## src/rtl/dm_arbiter_pkg.sv

```systemverilog
// ---------------------------------------------------------------------------
// dm_arbiter_pkg
// Shared definitions for the two-requester data-memory arbiter:
//   - dm_state_t     : arbiter FSM state encoding
//   - DM_ADDR_LIMIT  : default first byte address outside the 12 KiB memory
//   - ID_M0 / ID_M1  : requester identifiers (also the round-robin pointer)
//   - be_is_partial  : true when a byte-enable mask needs read-modify-write
// ---------------------------------------------------------------------------
package dm_arbiter_pkg;

   typedef enum logic [0:0] {
      ST_IDLE   = 1'b0,
      ST_RMW_WR = 1'b1
   } dm_state_t;

   localparam logic [31:0] DM_ADDR_LIMIT = 32'h0000_3000;

   localparam logic ID_M0 = 1'b0;
   localparam logic ID_M1 = 1'b1;

   // Masks other than all-off and all-on touch only some lanes, so the old
   // word has to be read back before it can be written.
   function automatic logic be_is_partial(input logic [3:0] be);
      return (be != 4'h0) && (be != 4'hF);
   endfunction

endpackage

```

## src/rtl/dm_byte_merge.sv

```systemverilog
// ---------------------------------------------------------------------------
// dm_byte_merge
// Combinational byte-lane merge used by the read-modify-write path.
// Ports:
//   old_word  in  32  word previously read from memory
//   new_word  in  32  write data, lanes aligned to be
//   be        in   4  be[i] selects new_word bits 8i+7:8i
//   merged    out 32  new_word on enabled lanes, old_word elsewhere
// ---------------------------------------------------------------------------
module dm_byte_merge
   import dm_arbiter_pkg::*;
(
   input  logic [31:0] old_word,
   input  logic [31:0] new_word,
   input  logic [3:0]  be,
   output logic [31:0] merged
);

   always_comb begin
      merged = old_word;
      for (int i = 0; i < 4; i++) begin
         if (be[i]) begin
            merged[8*i +: 8] = new_word[8*i +: 8];
         end
      end
   end

endmodule

```

## src/rtl/dm_arbiter.sv

```systemverilog
// ---------------------------------------------------------------------------
// dm_arbiter
// Round-robin arbiter giving two requesters access to a single-port data
// memory. Reads, full-word writes and null writes finish in the grant cycle;
// partial writes take a second cycle (RMW_WR) to write the merged word back.
// Each requester gets a one-cycle RVALID with RDATA/ERR one cycle after its
// access completes. Addresses at or above ADDR_LIMIT never reach memory and
// respond with ERR=1.
// Ports:
//   clk                  in   1  clock
//   RESET_N              in   1  asynchronous active-low reset
//   M0_/M1_REQ           in   1  access request, held stable until GNT
//   M0_/M1_WE            in   1  1 = write, 0 = read
//   M0_/M1_BE            in   4  write byte enables
//   M0_/M1_A             in  32  byte address (bits 1:0 ignored)
//   M0_/M1_D             in  32  write data
//   M0_/M1_GNT           out  1  combinational accept pulse
//   M0_/M1_RVALID        out  1  response pulse
//   M0_/M1_RDATA         out 32  read data (0 for writes / errors)
//   M0_/M1_ERR           out  1  out-of-range flag
//   RAM_WE               out  1  memory word write enable
//   RAM_A                out 32  memory word-aligned byte address
//   RAM_D                out 32  memory write word
//   RAM_Q                in  32  memory combinational read word
// ---------------------------------------------------------------------------
module dm_arbiter
   import dm_arbiter_pkg::*;
#(
   parameter logic [31:0] ADDR_LIMIT = DM_ADDR_LIMIT
)(
   input  logic        clk,
   input  logic        RESET_N,
   input  logic        M0_REQ,
   input  logic        M0_WE,
   input  logic [3:0]  M0_BE,
   input  logic [31:0] M0_A,
   input  logic [31:0] M0_D,
   output logic        M0_GNT,
   output logic        M0_RVALID,
   output logic [31:0] M0_RDATA,
   output logic        M0_ERR,
   input  logic        M1_REQ,
   input  logic        M1_WE,
   input  logic [3:0]  M1_BE,
   input  logic [31:0] M1_A,
   input  logic [31:0] M1_D,
   output logic        M1_GNT,
   output logic        M1_RVALID,
   output logic [31:0] M1_RDATA,
   output logic        M1_ERR,
   output logic        RAM_WE,
   output logic [31:0] RAM_A,
   output logic [31:0] RAM_D,
   input  logic [31:0] RAM_Q
);

   dm_state_t   state;
   logic        last;

   // Partial-write context captured in the grant cycle
   logic        rmw_id_p1;
   logic [31:0] rmw_addr_p1;
   logic [3:0]  rmw_be_p1;
   logic [31:0] rmw_d_p1;
   logic [31:0] rmw_q_p1;
   logic [31:0] rmw_word;

   // Registered responses
   logic        m0_vld_p1;
   logic [31:0] m0_rdata_p1;
   logic        m0_err_p1;
   logic        m1_vld_p1;
   logic [31:0] m1_rdata_p1;
   logic        m1_err_p1;

   // Grant-cycle selection
   logic        grant_en;
   logic        gnt0;
   logic        gnt1;
   logic        gnt_any;
   logic        gnt_id;
   logic        g_we;
   logic [3:0]  g_be;
   logic [31:0] g_addr;
   logic [31:0] g_d;
   logic        g_oor;
   logic        g_full;
   logic        g_part;
   logic [31:0] g_rdata;

   // Requests are never accepted while held in reset or during write-back.
   assign grant_en = RESET_N && (state == ST_IDLE);

   // On contention the requester that was not granted last wins.
   assign gnt0    = grant_en && M0_REQ && (!M1_REQ || (last == ID_M1));
   assign gnt1    = grant_en && M1_REQ && !gnt0;
   assign gnt_any = gnt0 || gnt1;
   assign gnt_id  = gnt1 ? ID_M1 : ID_M0;

   assign g_we   = gnt1 ? M1_WE : M0_WE;
   assign g_be   = gnt1 ? M1_BE : M0_BE;
   assign g_addr = gnt1 ? {M1_A[31:2], 2'b00} : {M0_A[31:2], 2'b00};
   assign g_d    = gnt1 ? M1_D : M0_D;

   assign g_oor   = (g_addr >= ADDR_LIMIT);
   assign g_full  = g_we && (g_be == 4'hF) && !g_oor;
   assign g_part  = g_we && be_is_partial(g_be) && !g_oor;
   assign g_rdata = (!g_we && !g_oor) ? RAM_Q : 32'h0;

   dm_byte_merge u_merge (
      .old_word (rmw_q_p1),
      .new_word (rmw_d_p1),
      .be       (rmw_be_p1),
      .merged   (rmw_word)
   );

   // Memory port: drive address/data only when an access is in flight so the
   // bus reads as zero in idle cycles.
   always_comb begin
      RAM_WE = 1'b0;
      RAM_A  = 32'h0;
      RAM_D  = 32'h0;
      if (state == ST_RMW_WR) begin
         RAM_WE = RESET_N;
         RAM_A  = rmw_addr_p1;
         RAM_D  = rmw_word;
      end else if (gnt_any) begin
         RAM_A = g_addr;
         if (g_full) begin
            RAM_WE = 1'b1;
            RAM_D  = g_d;
         end
      end
   end

   // ---- stage p0 -> p1: FSM, round-robin pointer, RMW context, responses
   always_ff @(posedge clk or negedge RESET_N) begin
      if (!RESET_N) begin
         state       <= ST_IDLE;
         last        <= ID_M1;
         rmw_id_p1   <= ID_M0;
         rmw_addr_p1 <= 32'h0;
         rmw_be_p1   <= 4'h0;
         rmw_d_p1    <= 32'h0;
         rmw_q_p1    <= 32'h0;
         m0_vld_p1   <= 1'b0;
         m0_rdata_p1 <= 32'h0;
         m0_err_p1   <= 1'b0;
         m1_vld_p1   <= 1'b0;
         m1_rdata_p1 <= 32'h0;
         m1_err_p1   <= 1'b0;
      end else begin
         m0_vld_p1 <= 1'b0;
         m1_vld_p1 <= 1'b0;
         case (state)
            ST_IDLE: begin
               if (gnt_any) begin
                  last <= gnt_id;
                  if (g_part) begin
                     rmw_id_p1   <= gnt_id;
                     rmw_addr_p1 <= g_addr;
                     rmw_be_p1   <= g_be;
                     rmw_d_p1    <= g_d;
                     rmw_q_p1    <= RAM_Q;
                     state       <= ST_RMW_WR;
                  end else if (gnt_id == ID_M1) begin
                     m1_vld_p1   <= 1'b1;
                     m1_rdata_p1 <= g_rdata;
                     m1_err_p1   <= g_oor;
                  end else begin
                     m0_vld_p1   <= 1'b1;
                     m0_rdata_p1 <= g_rdata;
                     m0_err_p1   <= g_oor;
                  end
               end
            end
            ST_RMW_WR: begin
               state <= ST_IDLE;
               if (rmw_id_p1 == ID_M1) begin
                  m1_vld_p1   <= 1'b1;
                  m1_rdata_p1 <= 32'h0;
                  m1_err_p1   <= 1'b0;
               end else begin
                  m0_vld_p1   <= 1'b1;
                  m0_rdata_p1 <= 32'h0;
                  m0_err_p1   <= 1'b0;
               end
            end
            default: state <= ST_IDLE;
         endcase
      end
   end

   assign M0_GNT    = gnt0;
   assign M1_GNT    = gnt1;
   assign M0_RVALID = m0_vld_p1;
   assign M0_RDATA  = m0_rdata_p1;
   assign M0_ERR    = m0_err_p1;
   assign M1_RVALID = m1_vld_p1;
   assign M1_RDATA  = m1_rdata_p1;
   assign M1_ERR    = m1_err_p1;

endmodule

```

## config.mk

```make
export PLATFORM = sky130hd
export DESIGN_NAME = dm_arbiter
export DESIGN_NICKNAME = d
export VERILOG_FILES = /design/src/rtl/dm_arbiter_pkg.sv /design/src/rtl/dm_byte_merge.sv /design/src/rtl/dm_arbiter.sv
export SDC_FILE = /design/constraint.sdc
export NUM_CORES = 1
export LEC_CHECK = 0
export CAP_MARGIN = 10
export CORE_UTILIZATION = 50
export CTS_BUF_LIST = sky130_fd_sc_hd__clkbuf_16
export DETAILED_ROUTE_END_ITERATION = 8
export GPL_TIMING_DRIVEN = 0
export HOLD_SLACK_MARGIN = 0.06
export PLACE_DENSITY = 0.87
export SLEW_MARGIN = 10
export SYNTH_ARGS = -nofsm -noshare
export SYNTH_HDL_FRONTEND = slang
export SYNTH_SLANG_ARGS = --single-unit
```

## constraint.sdc

```tcl
create_clock -name clk -period 6.6 [get_ports clk]
set_input_delay 1.32 -clock clk [delete_from_list [all_inputs] [get_ports clk]]
set_output_delay 1.32 -clock clk [all_outputs]
set_load 0.01 [all_outputs]
```

==> results.md, run 1 <==
- Status: finished, final reports clean
- Clock Latency Late Sink: 0.43 ns
- Max Cap Violations: 0
- Worst EP required: 5.28 ns
- Placed Instances: about 1.4k
- H-Tree Depth: 4
- # diodes: 0
- Final setup fails: 0
- Setup bufs post-CTS: 0
- Pre-CTS setup slack: slightly below 0.9 ns
- CTS Hold Buffers Added: 0
- PwrDens: 178 nW/µm²
- Count of boundary I/O pins: 309
- Die area: 18300 µm²
- Area contributors post-synth: dfrtp_1, mux2i_1, mux2_4
- VDD IR max: 0.178 mV
- Final hold viol count: 0
- DR pass1 iterations: 5
- Yosys cell types: 44
- Pwr Total: about 2.3 mW
- DRC: 0
- Detailed-placement wirelength estimate: 20700 µm
- Initial antenna violation count: 0
- Worst-margin pin slew: 0.884 ns
- Non-Filler Instances: roughly 1.4k
- P_sw: 565 µW
- Relative slew slack: between 40% and 50%
- CTS Sinks: between 150 and 200
- Largest net degree at the start of global routing: 90
- Buffers on Ports: 302
- Hold Path Class: reg2reg
- Crit share post-route: 87.7%
- Syn avg cell area: 10.4 µm²
- Comb pwr share: 13.2%
- Mapped Area: 8880 µm²
- GRT overflow: 0
- Seq/Total Area, Yosys: 47.6%
- Syn-to-layout area delta: 43.6%
- CTS clk-pin slew, worst paths: 0.06 ns
- Ratio of cells with drive above 1 in the final layout: a little over 8%
- Yosys reg bits: roughly 170
- Placer Congestion: 0.865
- Clock network power share: 40.9%
- Die height: about 140 µm
- Peak Freq: 173 MHz
- Slew Limit Fails: 0
- Clk_skew: between 0.006 and 0.007 ns
- Pint: 1.71 mW
- Core area: 17300 µm²
- Crit Path Max Fanout: 85
- CP Capture Type: output pin
- First-pass GRT wire length: 43600 µm
- Most instantiated cells after synthesis: dfrtp_1, mux2i_1, nand2_1, inv_1, o211ai_1
- LEAKAGE: 5.93 nW
- FP Rows: 48
- Final ANT Viol Nets: 0
- Layout fillers: 1249
- Asr flop ratio synth: 100%
- R2r setup slk: roughly 3.8 ns
- Die Wd: 135 µm
- Setup crit start kind: input port
- Sw Ratio: 24.8%
- Setup_tns: 0 ns
- Number of CTS-inserted buffers: 17
- Flop pwr share: 45.9%
- Synth area leader: dfrtp_1
- Post-Route Utilization: 73.7%
- Bufs on Longest Clock Path: 2
- Gr usage total: a little under a third
- Syn Inst Count: 853
- Initial Util: 51.3%
- Post-Route WL: 28200 µm
- Synth warn: 0
- CTS tree: yes
- Setup ws final: 0.812 ns
- Vias/cell: 5.65
- Clock root buffer: clkbuf_16
- Post-synth top area share: between 40% and 50%
- DR vias: 7983
- Crit path arrival time: about 4.5 ns
- Final #Nets: 1350
- CP Class: in2out
- Drt wl/cell: 19.9 µm
- EDFF count, synth: 0
- RSZ-0062 raised after global routing: false
- Final Critical Period: between 5 and 6 ns
- Most common cell in the netlist: dfrtp_1
- Vias in the first global route: about 8.1k
- Synth Flop Type: dfrtp_1
- Post-cts resize count: 0
- Starting DRT DRC Count: 614
==> power groups by stage <==
stage / Combinational [mW] / Clock (mW) / Sequential, mW
floorplan: 0.0976 / 0 / 1.06
global placement: 0.293 / 0 / 1.06
detailed placement: 0.300 / 0 / 1.06
CTS: 0.302 / 0.933 / 1.04
global route: 0.323 / 0.978 / 1.04
finish: 0.301 / 0.931 / 1.04
==> placed cells by master, fill, tap and decap left out, types with 4 or more instances in the layout <==
master	synthesis	routed
and2_1	19	19
buf_1	6	6
buf_12	5	5
buf_2	11	11
buf_6	4	4
clkbuf_1	36	36
clkbuf_16	0	17
clkdlybuf4s50_1	0	301
clkinvlp_4	0	4
dfrtp_1	168	168
inv_1	80	81
mux2_4	34	34
mux2i_1	138	138
nand2_1	102	102
nand3_1	37	37
nor4_1	10	10
o211ai_1	67	67
o21ai_0	23	23
o21ai_1	32	32
o22ai_1	44	44
==> state kept, by name, summed over array words and instances, names as in the netlist <==
signal	count
rmw_addr_p1	30
M1_RDATA	32
rmw_id_p1	1
M0_RVALID	1
rmw_d_p1	32
M1_ERR	1
state	1
rmw_be_p1	4
M0_RDATA	32
rmw_q_p1	32
last	1
M1_RVALID	1
M0_ERR	1
==> per-layer routing <==
layer,vias up,part of all wire [%],global-route usage [%]
li1,3651,-,-
met1,3923,41,39.6
met2,365,49,52.8
met3,44,7.4,7.00
met4,0,2.4,10.6
met5,-,0,0
==> logic make-up after synthesis <==
logic type,after synthesis,synth area share (%)
muxes,175,21.7
buffers and inverters,147,7.75
and+or+nand+nor,185,10.0
other,1,0.0422
AOI/OAI and AO/OA,176,12.9
DFF,169,47.6
==> worst max-delay path, stage by stage <==
cell and delay, ns:
buf_8 0.46, nand3b_1 0.24, o211ai_1 0.44, nor4_1 0.13, o21ai_1 0.57, clkbuf_1 0.52, o22ai_1 0.20, clkdlybuf4s50_1 0.52
==> cell type report <==
cell class / instances / area [µm²] / area share (%)
flip-flops and latches: 169 / 4230 / 33.2
clock inverters: 13 / 109 / 0.853
clock buffers: 17 / 425 / 3.33
multi-input cells: 538 / 3970 / 31.1
well taps: 225 / 282 / 2.21
inverters: 82 / 308 / 2.41
plain buffers: 65 / 380 / 2.98
repair buffers: 303 / 3060 / 24.0
==> final timing paths <==
check | from | to | cells past startpoint
worst max register to register | state$_DFF_PN0_ | M1_RDATA[2]$_DFFE_PN0P_ | 7
min in group asynchronous | RESET_N | rmw_q_p1[27]$_DFFE_PN0P_ | 1
worst max-delay path | RESET_N | RAM_D[14] | 8
max in group asynchronous | RESET_N | M0_RDATA[6]$_DFFE_PN0P_ | 2
worst min register to register | rmw_addr_p1[17]$_DFFE_PN0P_ | rmw_addr_p1[17]$_DFFE_PN0P_ | 1
worst min-delay path | rmw_addr_p1[17]$_DFFE_PN0P_ | rmw_addr_p1[17]$_DFFE_PN0P_ | 1
==> through the flow <==
| stage | instance area (µm²) | hold slack, ns |
|---|---|---|
| floorplan | 8880 | 0.454 |
| global placement | 12200 | 0.471 |
| detailed placement | 12200 | 0.471 |
| CTS | 12800 | 0.489 |
| global route | 12800 | 0.501 |
| finish | 12800 | 0.485 |
Note: power is estimated with default switching activity, not from simulation.
==> inputs of run 2 (changes only) <==
CORE_MARGIN = 3   (was unset)
==> run 2 against run 1 <==
Compared with the run above: critical endpoint is now RAM_D[25]; largest power group unchanged; critical path depth is 1 higher; largest cell class unchanged; sequential cell count stayed put; cell count hardly changed; register-to-register slack worse by 0.02 ns; clock power is 9.6% higher; clock skew is 0.0048 ns higher; worst setup slack worse by 0.33 ns; count of clock-buffer cells in the layout stayed put.
==> results.md, run 2 (same netlist as run 1, synthesis figures left out) <==
- Syn-to-layout area delta: 44.4%
- Final Critical Period: 6.11 ns
- Status: finished, final reports clean
- Buf/Inv on CP: 4
- Relative slew slack: 40.3%
- Final ANT Viol Nets: 0
- DRC: 0
- Bufs on Longest Clock Path: 2
- R2R depth: 7
- CP Capture Type: output pin
- Layout fillers: 1216
- VDD IR max: 0.177 mV
- Buffers on Ports: 302
- Clock Latency Late Sink: 0.43 ns
- PwrDens: approximately 180 nW/µm²
- Hold Path Class: reg2reg
- DR pass1 iterations: 4
- Peak Freq: about 160 MHz
- Die Wd: 139 µm
- DR vias: 7946
- Crit Path Max Fanout: 100
- CP Class: in2out
- Routed wl met3: between 1500 and 2000 µm
- FP Rows: 48
- Starting DRT DRC Count: 432
- Count of boundary I/O pins: 309
- Post-Route Utilization: between 70 and 80%
- Clk_skew: 0.0113 ns
- Clock root buffer: clkbuf_16
- Routed met1 length: 12000 µm
- Final setup fails: 0
- Ratio of cells with drive above 1 in the final layout: 8.25%
- Leading cell types in the layout, fill and taps excluded: clkdlybuf4s50_1, dfrtp_1, mux2i_1, nand2_1, inv_1
- Final #Nets: 1350
- Met2 Wirelength: between 10000 and 15000 µm
- CTS tree: yes
- RSZ-0062 raised after global routing: false
- Vias/cell: 5.62
- Die area: roughly 19000 µm²
- Setup bufs post-CTS: 0
- Initial antenna violation count: 0
- Number of CTS-inserted buffers: 17
- # diodes: 0
- Post-cts resize count: 0
- Highest metal used: met4
- Pre-CTS setup slack: 0.391 ns
- Max Cap Violations: 0
- Initial Util: slightly above 50%
- Worst-path cell with the longest stage delay: clkbuf_1
- Post-Route WL: 28800 µm
- Core area: 17400 µm²
- Worst path cell trace: buf_8, buf_16, nand3b_1, o211ai_1, nor4_1, o21ai_1, clkbuf_1, o22ai_1, clkdlybuf4s50_1
- CTS Hold Buffers Added: 0
- Vias in the first global route: 8251
- Number of cells on the critical path: 9
- Crit path arrival time: roughly 4.8 ns
- Detailed-placement wirelength estimate: 21500 µm
- Placer Congestion: 0.890
- GRT overflow: 0
- Die height: 139 µm
- CTS Sinks: 169
- Drt wl/cell: between 20 and 25 µm
- Slew Limit Fails: 0
- R2r setup slk: 3.73 ns
- Worst-margin pin slew: 0.889 ns
- CTS clk-pin slew, worst paths: ~0.060 ns
- Setup ws final: ~0.5 ns
- LEAKAGE: 5.95 nW
- Gr usage total: 29.3%
- Largest net degree at the start of global routing: 101
- First-pass GRT wire length: 45100 µm
- Crit-path max cell delay: 0.59 ns
- Delay-heaviest family, CP: buffers and inverters
- Worst EP required: 5.28 ns
- H-Tree Depth: 4
- Hold path cells: 1
- Crit share post-route: 92.6%
- Setup crit start kind: input port
- Commonest non-fill, non-tap cell in the layout: clkdlybuf4s50_1
- Final hold viol count: 0
-- run 2: changes by cell type in the layout (fill, tap and decap cells not counted), sizes merged --
cell      previous run  this run
bufinv               1         3
inv                 82        83
clkinvlp             4         6
clkinv               8         4
-- run 2: stage by stage --
step | instance area (µm²) | hold slack (ns) | total power [mW] | TNS (ns) | std cells
CTS | 12800 | 0.489 | 2.37 | 0 | 1413
finish | 12800 | 0.487 | 2.36 | 0 | 1413
global placement | 12200 | 0.471 | 1.36 | -1409.05 | 1381
detailed placement | 12200 | 0.472 | 1.36 | 0 | 1382
floorplan | 8880 | 0.454 | 1.16 | 0 | 854
global route | 12800 | 0.493 | 2.43 | 0 | 1413
-- run 2: layout make-up --
class	instances	area [µm²]	share of cell area, %
well taps	225	282	2.20
clock buffers	17	425	3.32
inverters	82	308	2.40
repair buffers	303	3060	23.8
multi-input cells	538	3970	30.9
clock inverters	14	173	1.35
flip-flops and latches	169	4230	33.0
plain buffers	65	380	2.97
-- run 2: worst paths after layout --
path | startpoint | end
min in group asynchronous | RESET_N | rmw_d_p1[10]$_DFFE_PN0P_
min | rmw_addr_p1[28]$_DFFE_PN0P_ | rmw_addr_p1[28]$_DFFE_PN0P_
max reg2reg | state$_DFF_PN0_ | M1_RDATA[27]$_DFFE_PN0P_
max | RESET_N | RAM_D[25]
max in group asynchronous | RESET_N | rmw_id_p1$_DFFE_PN0P_
min reg2reg | rmw_addr_p1[28]$_DFFE_PN0P_ | rmw_addr_p1[28]$_DFFE_PN0P_
-- run 2: metal layers --
metal	track usage (%)	vias up
li1	-	3666
met1	37.9	3912
met2	49.5	309
met3	6.29	59
met4	9.11	0
met5	0	-
-- run 2: report_power, final --
group | switching [mW] | total (mW) | internal, mW
Combinational | 0.144 | 0.302 | 0.159
Clock | 0.420 | 1.02 | 0.595
Sequential | 0.00289 | 1.04 | 1.04
==> inputs of run 3 (changes only) <==
CORE_UTILIZATION = 55   (was 50)
DONT_BUFFER_PORTS = 1   (was unset)
PLACE_DENSITY = 0.7   (was 0.87)
==> run 3 against run 2 <==
Compared with the run above: critical path depth fell by 2; die area fell by 8.7%; count of clock-buffer cells in the layout did not move; total power fell by 5.1%; worst hold slack improved by 0.0051 ns; cell count fell by 22%; largest power group is now clock.
==> results.md, run 3 (same netlist as run 1, synthesis figures left out) <==
- Status: finished, final reports clean
- Buffers on Ports: 0
- DR vias: 6776
- Gr usage total: between 20% and 30%
- Final setup fails: 0
- Post-Route WL: 25700 µm
- Routed wl met3: 1840 µm
- Commonest non-fill, non-tap cell in the layout: dfrtp_1
- Met2 Wirelength: 12900 µm
- Clock root buffer: clkbuf_16
- CTS clk-pin slew, worst paths: 0.07 ns
- Vias in the first global route: 7021
- H-Tree Depth: 4
- Relative slew slack: 40.9%
- Number of CTS-inserted buffers: 17
- Placed cell area: 9150 µm²
- Crit share post-route: a little under three quarters
- Fin Hold WS: 0.492 ns
- Final std cell area, no fill: 9770 µm²
- Peak Freq: 211 MHz
- Highest metal used: met4
- Die area: 17700 µm²
- Initial Util: 57.4%
- Routed met1 length: 10500 µm
- First-pass GRT wire length: 39700 µm
- Leading cell types in the layout, fill and taps excluded: dfrtp_1, mux2i_1, nand2_1, inv_1, o211ai_1
- Drt wl/cell: 23.5 µm
- Setup bufs post-CTS: 0
- Detailed-placement wirelength estimate: between 15000 and 20000 µm
- FP Rows: 45
- Die Wd: 133 µm
- R2r setup slk: 3.79 ns
- Crit path arrival time: 3.42 ns
- Final ANT Viol Nets: 0
- Initial antenna violation count: 0
- Placer Congestion: about 0.84
- PwrDens: 229 nW/µm²
- Setup crit start kind: input port
- Final Critical Period: around 4.7 ns
- # diodes: 0
- Starting DRT DRC Count: 459
- CP Capture Type: output pin
- CTS Sinks: 169
- Ratio of cells with drive above 1 in the final layout: 10.8%
- Hold Path Class: reg2reg
- Max Cap Violations: 0
- Core area: 15500 µm²
- Die height: 133 µm
- CTS tree: yes
- LEAKAGE: 4.84 nW
- Worst-margin pin slew: 0.879 ns
- Slew Limit Fails: 0
- VDD IR max: 0.171 mV
- Final hold viol count: 0
- Vias/cell: 6.18
- Clock Latency Late Sink: ~0.43 ns
- Bufs on Longest Clock Path: 2
- Setup_tns: 0 ns
- CTS Hold Buffers Added: 0
- DR pass1 iterations: 5
- Crit Path Max Fanout: 173
- Largest net degree at the start of global routing: 174
- CP Class: in2out
- GRT overflow: 0
- Post-cts resize count: 0
- Final #Nets: 1047
- Count of boundary I/O pins: 309
- Clk_skew: 0.0106 ns
- Syn-to-layout area delta: 10.0%
- RSZ-0062 raised after global routing: false
- Worst EP required: 5.28 ns
- Layout fillers: 1290
- DRC: 0
-- run 3: routing by layer --
metal	track usage (%)	vias to the layer above
li1	-	3044
met1	35.7	3386
met2	48.7	307
met3	7.49	39
met4	8.60	0
met5	0	-
-- run 3: per-stage QoR --
stage / instances / total power, mW / worst slack [ns] / utilization [%]
final: 1096 / 2.24 / 1.86 / 63.1
after global routing: 1096 / 2.31 / 1.68 / 63.1
after CTS: 1096 / 2.25 / 1.90 / 63.1
after detailed placement: 1065 / 1.19 / 1.89 / 59.1
after global placement: 1065 / 1.19 / 1.89 / 59.1
after floorplan: 854 / 1.16 / 2.50 / -
-- run 3: cell type report --
| cell class | count | area, µm² | share of cell area (%) |
|---|---|---|---|
| clock buffer | 17 | 425 | 4.35 |
| tap | 211 | 264 | 2.70 |
| inverter | 82 | 308 | 3.15 |
| buffer | 65 | 380 | 3.89 |
| multi-input combinational | 538 | 3970 | 40.6 |
| sequential | 169 | 4230 | 43.3 |
| clock inverter | 14 | 199 | 2.04 |
-- run 3: power by group --
group	switching (mW)	internal (mW)	total [mW]	leakage, nW
clock	0.431	0.636	1.07	0.303
combinational	0.0815	0.0446	0.126	2.42
sequential	0.00632	1.04	1.05	2.12
-- run 3: worst max-delay path, stage by stage --
cell and delay [ns]:
nand3b_1 0.15, or2_1 0.11, buf_2 0.27, nor4_1 0.12, o21ai_1 0.56, clkbuf_1 0.55
o22ai_1 0.27
-- run 3: final timing paths --
path | depth (start not counted) | start | end
min | 1 | rmw_addr_p1[15]$_DFFE_PN0P_ | rmw_addr_p1[15]$_DFFE_PN0P_
min in group asynchronous | 0 | RESET_N | M0_RDATA[12]$_DFFE_PN0P_
max | 7 | RESET_N | RAM_D[23]
max in group asynchronous | 0 | RESET_N | last$_DFFE_PN1P_
max reg2reg | 7 | state$_DFF_PN0_ | M1_RDATA[22]$_DFFE_PN0P_
min reg2reg | 1 | rmw_addr_p1[15]$_DFFE_PN0P_ | rmw_addr_p1[15]$_DFFE_PN0P_
